[src/rtl/clock_divider.sv]
// ---------------------------------------------------------------------------
// clock_divider
//
// Clock-enable divider. Counts rising edges of clk on which enable is high and
// fires a terminal event once every DIVIDE such edges. out1 is a registered
// clock-enable for slower logic; it never drives a real clock net.
//
// Build option (macro CLOCK_DIVIDER_TOGGLE_EN):
//   undefined : strobe mode, out1 is a one-clk pulse after each terminal event
//   defined   : toggle mode, out1 inverts on each terminal event (50% duty,
//               period 2*DIVIDE enabled cycles)
//
// Parameters:
//   DIVIDE_BITS  counter width in bits (default 7)
//   DIVIDE       division ratio, 1 <= DIVIDE <= 2**DIVIDE_BITS (default 100)
//
// Ports:
//   clk     in   system clock, all state updates on the rising edge
//   rst     in   asynchronous, active-high reset (clears count and out1)
//   enable  in   count qualifier; the counter holds while low
//   out1    out  registered divided output (strobe or toggle)
// ---------------------------------------------------------------------------
module clock_divider #(
    parameter int DIVIDE_BITS = 7,
    parameter int DIVIDE      = 100
) (
    input  logic clk,
    input  logic rst,
    input  logic enable,
    output logic out1
);

    // Refuse to elaborate with a ratio the counter cannot represent.
    generate
        if (DIVIDE < 1 || 64'(DIVIDE) > (64'd1 << DIVIDE_BITS)) begin : g_bad_param
            $error("clock_divider: DIVIDE=%0d illegal for DIVIDE_BITS=%0d", DIVIDE, DIVIDE_BITS);
        end
    endgenerate

    // Last value the counter reaches before wrapping back to zero. Because the
    // count wraps here, it never reaches 2**DIVIDE_BITS and needs no carry bit.
    localparam logic [DIVIDE_BITS-1:0] LAST_COUNT = DIVIDE_BITS'(DIVIDE - 1);

    logic [DIVIDE_BITS-1:0] count_reg;
    logic [DIVIDE_BITS-1:0] count_next;
    logic                   out1_reg;
    logic                   out1_next;
    logic                   terminal;

    always_comb begin
        terminal   = enable && (count_reg == LAST_COUNT);
        count_next = count_reg;
        if (enable) begin
            if (terminal) begin
                count_next = '0;
            end else begin
                count_next = count_reg + DIVIDE_BITS'(1);
            end
        end
`ifdef CLOCK_DIVIDER_TOGGLE_EN
        // Toggle mode: invert on each terminal event, hold otherwise
        // (including while enable is low).
        out1_next = terminal ? ~out1_reg : out1_reg;
`else
        // Strobe mode: high only for the cycle after a terminal event.
        out1_next = terminal;
`endif
    end

    always_ff @(posedge clk or posedge rst) begin
        if (rst) begin
            count_reg <= '0;
            out1_reg  <= 1'b0;
        end else begin
            count_reg <= count_next;
            out1_reg  <= out1_next;
        end
    end

    // Output comes straight from a flop: no combinational path from enable.
    assign out1 = out1_reg;

endmodule

[config.mk]
export PLATFORM = sky130hd
export DESIGN_NAME = clock_divider
export DESIGN_NICKNAME = d
export VERILOG_FILES = /design/src/rtl/clock_divider.sv
export SDC_FILE = /design/constraint.sdc
export NUM_CORES = 1
export LEC_CHECK = 0
export ABC_AREA = 1
export BUFFER_PORTS_ARGS = -buffer_cell sky130_fd_sc_hd__buf_2
export CAP_MARGIN = 25
export CORE_AREA = 4 4 41 43
export CTS_CLUSTER_SIZE = 24
export DETAILED_ROUTE_END_ITERATION = 10
export DIE_AREA = 0 0 45 47
export GPL_ROUTABILITY_DRIVEN = 0
export PLACE_DENSITY = 0.5
export SKIP_CTS_REPAIR_TIMING = 1
export SLEW_MARGIN = 10
export SYNTH_ARGS = -nofsm -noshare
export SYNTH_HDL_FRONTEND = slang
export SYNTH_SLANG_ARGS = --single-unit
[constraint.sdc]
create_clock -name clk -period 1.21 [get_ports clk]
set_input_delay 0.0605 -clock clk [delete_from_list [all_inputs] [get_ports clk]]
set_output_delay 0.0605 -clock clk [all_outputs]
set_load 0.005 [all_outputs]
==> flow_metrics.tcl <==
set metrics [dict create \
    largest_reg_flops 7 \
    start_kind "flop" \
    grt_util_met2_pct 13.8 \
    clkPwrFrac_pct 22.0 \
    clk_pin_slew_ns 0.05 \
    max_slew.worst_pin.slew_ns 0.315 \
    power_frac_seq_pct 50.9 \
    top_usage_layer "met2" \
    hold_path.class "input pin to flop" \
    cp-end-kind "flop" \
    status "finished clean" \
    fin_crit_ns 1.10 \
    swShare_pct 37.1 \
    met3_usage_pct 3.45 \
    cts_sinks 8 \
    n_antenna_cell 0 \
    finalPower_w 0.000905 \
    worstPathRequired_ns 1.34 \
    finalCritPeriodShare_pct 90.8 \
    io_buffers 3 \
    cts_buffers 3 \
    start_util_pct 32.9 \
    avgRoutedWirePerCell_um 9.21 \
    cts_tree "built" \
    final_nets 66 \
    hpwl_um 564 \
    ios 4 \
    fmax_mhz 910 \
    use_met1_pct 10.5 \
    slew_viol_final 0 \
    dieHeight_um 47 \
    slew_headroom_pct 79.0 \
    die_x_um 45 \
    clk_latency_ns 0.25 \
    syn_nets 57 \
    grt_max_degree 9 \
    first_iter_violations 1 \
    coreArea_um2 1300 \
    p_switching_w 0.000336 \
    synth.area.top_cells "dfrtp_1, nand2_1, nor2_4" \
    wirelength_um 691 \
    crit_fanout 4 \
    htreeDepth 1 \
    num_vias 317 \
    synth_area_per_cell_um2 8.07 \
    ys_seq_area_share_pct 46.8 \
    synth_warnings 0 \
    grt_usage_pct 8.69 \
    cts_root_buffer "clkbuf_4" \
    grt_pass1_vias 337 \
    grt_pass1_wl_mm 1.31 \
    maxCapViolations 0 \
    cts_max_path_buffers 2 \
    viasPerCell 4.23 \
    power_leakage_nw 0.287 \
    multiInputGateArea_um2 198 \
    setup_viol 0 \
    syn_area_um2 428 \
    netlist.area_leader.share_pct 46.8 \
    fin_skew_ns 0.00246 \
    synth_cell_types 13 \
    nFillCells 138 \
    p_comb_share_pct 27.1 \
    tns_ns 0 \
    synth_top_area_cell "dfrtp_1" \
    area_growth_pct 15.5 \
    r2r_slack_ns 0.11 \
    crit_type "flop to flop" \
    synth_cells 53 \
    first_pass_iters 2 \
    die_area_um2 2120 \
    rows 13 \
    regArea_um2 200 \
    antenna_found_initial 0 \
    drive_above_1_share_pct 21.7 \
    p_int_w 0.000569 \
    detail-route-antenna-nets 0 \
    power_density_nw_per_um2 1830 \
    ir_worst_vdd_v 0.000596 \
    ys_seq_elements 8 \
    drc 0 \
    overflow 0 \
    hold_violations 0 \
    critPathArrivalTime_ns 1.23 \
    rsz0062_at_grt "false" \
]
-- per-stage QoR --
step | instance area (um2) | util [%] | hold slack [ns] | cells | setup slack (ns)
final | 494 | 38.0 | 0.111 | 75 | 0.111
after global routing | 494 | 38.0 | 0.146 | 75 | 0.0107
after CTS | 484 | 37.2 | -0.246 | 74 | 0.0993
after detailed placement | 462 | 35.5 | 0.0206 | 71 | 0.113
after global placement | 462 | 35.5 | 0.0224 | 71 | 0.141
after floorplan | 428 | - | -0.124 | 53 | 0.185
-- final timing paths --
kind                                end  cells past startpoint          from
setup reg to reg           count_reg[6]                      6  count_reg[0]
hold / removal             count_reg[1]                      3        enable
max in group asynchronous  count_reg[4]                      3           rst
min in group asynchronous  count_reg[2]                      3           rst
hold reg to reg            count_reg[1]                      2  count_reg[1]
setup / recovery           count_reg[6]                      6  count_reg[0]
-- worst max-delay path, cell delays in order, from the launching register on --
cell     delay [ns]
dfrtp_1        0.38
ha_1           0.20
nand2_4        0.08
nor2_4         0.09
nand3_2        0.10
nand2_1        0.09
nor2_1         0.04
-- synthesized netlist by cell type --
| library cell | instances |
|---|---|
| nand2_2 | 1 |
| inv_1 | 7 |
| xor2_1 | 1 |
| a21oi_1 | 2 |
| nand2_4 | 1 |
| inv_2 | 1 |
| nor2_1 | 5 |
| nand3_2 | 1 |
| ha_1 | 1 |
| dfrtp_1 | 8 |
| nor2_4 | 3 |
| nand3_1 | 3 |
| nand2_1 | 19 |
-- cell families (layout without fill, tap and decap cells) --
kind of cell | after synthesis | after routing | share of synthesized area (%)
adders and majority gates | 1 | 1 | 2.92
DFF | 8 | 8 | 46.8
AOI/OAI and AO/OA | 2 | 2 | 2.34
and+or+nand+nor | 33 | 33 | 38.9
buffers and inverters | 8 | 15 | 7.02
xor gates and xnor gates | 1 | 1 | 2.05
-- layer usage --
metal / share of wire (%) / vias up / wire [um]
met5: 0 / - / 0
met4: 0.87 / 0 / 6
met3: 3.2 / 2 / 22
met2: 50 / 4 / 348
met1: 45 / 136 / 314
li1: - / 175 / -
-- power by group through the flow --
stage | Combinational, W | Sequential, W | Clock, W
floorplan | 0.000212 | 0.000445 | 0
global placement | 0.000250 | 0.000466 | 0
detailed placement | 0.000250 | 0.000467 | 0
CTS | 0.000252 | 0.000463 | 0.000210
global route | 0.000301 | 0.000473 | 0.000223
finish | 0.000245 | 0.000460 | 0.000199
-- layout make-up --
type | count | share of cell area, %
clock buffer | 3 | 4.56
inverter | 8 | 6.08
multi-input combinational | 37 | 40.0
sequential | 8 | 40.5
tap | 15 | 3.80
timing repair buffer | 4 | 5.06
-- placed cells by master (no fill, tap or decap), types with 2 or more instances in the layout --
cell       n
clkbuf_4   3
nand3_1    3
inv_1      7
dfrtp_1    8
nand2_1   19
a21oi_1    2
nor2_1     5
buf_2      3
nor2_4     3
(Power assumes the default switching activity.)
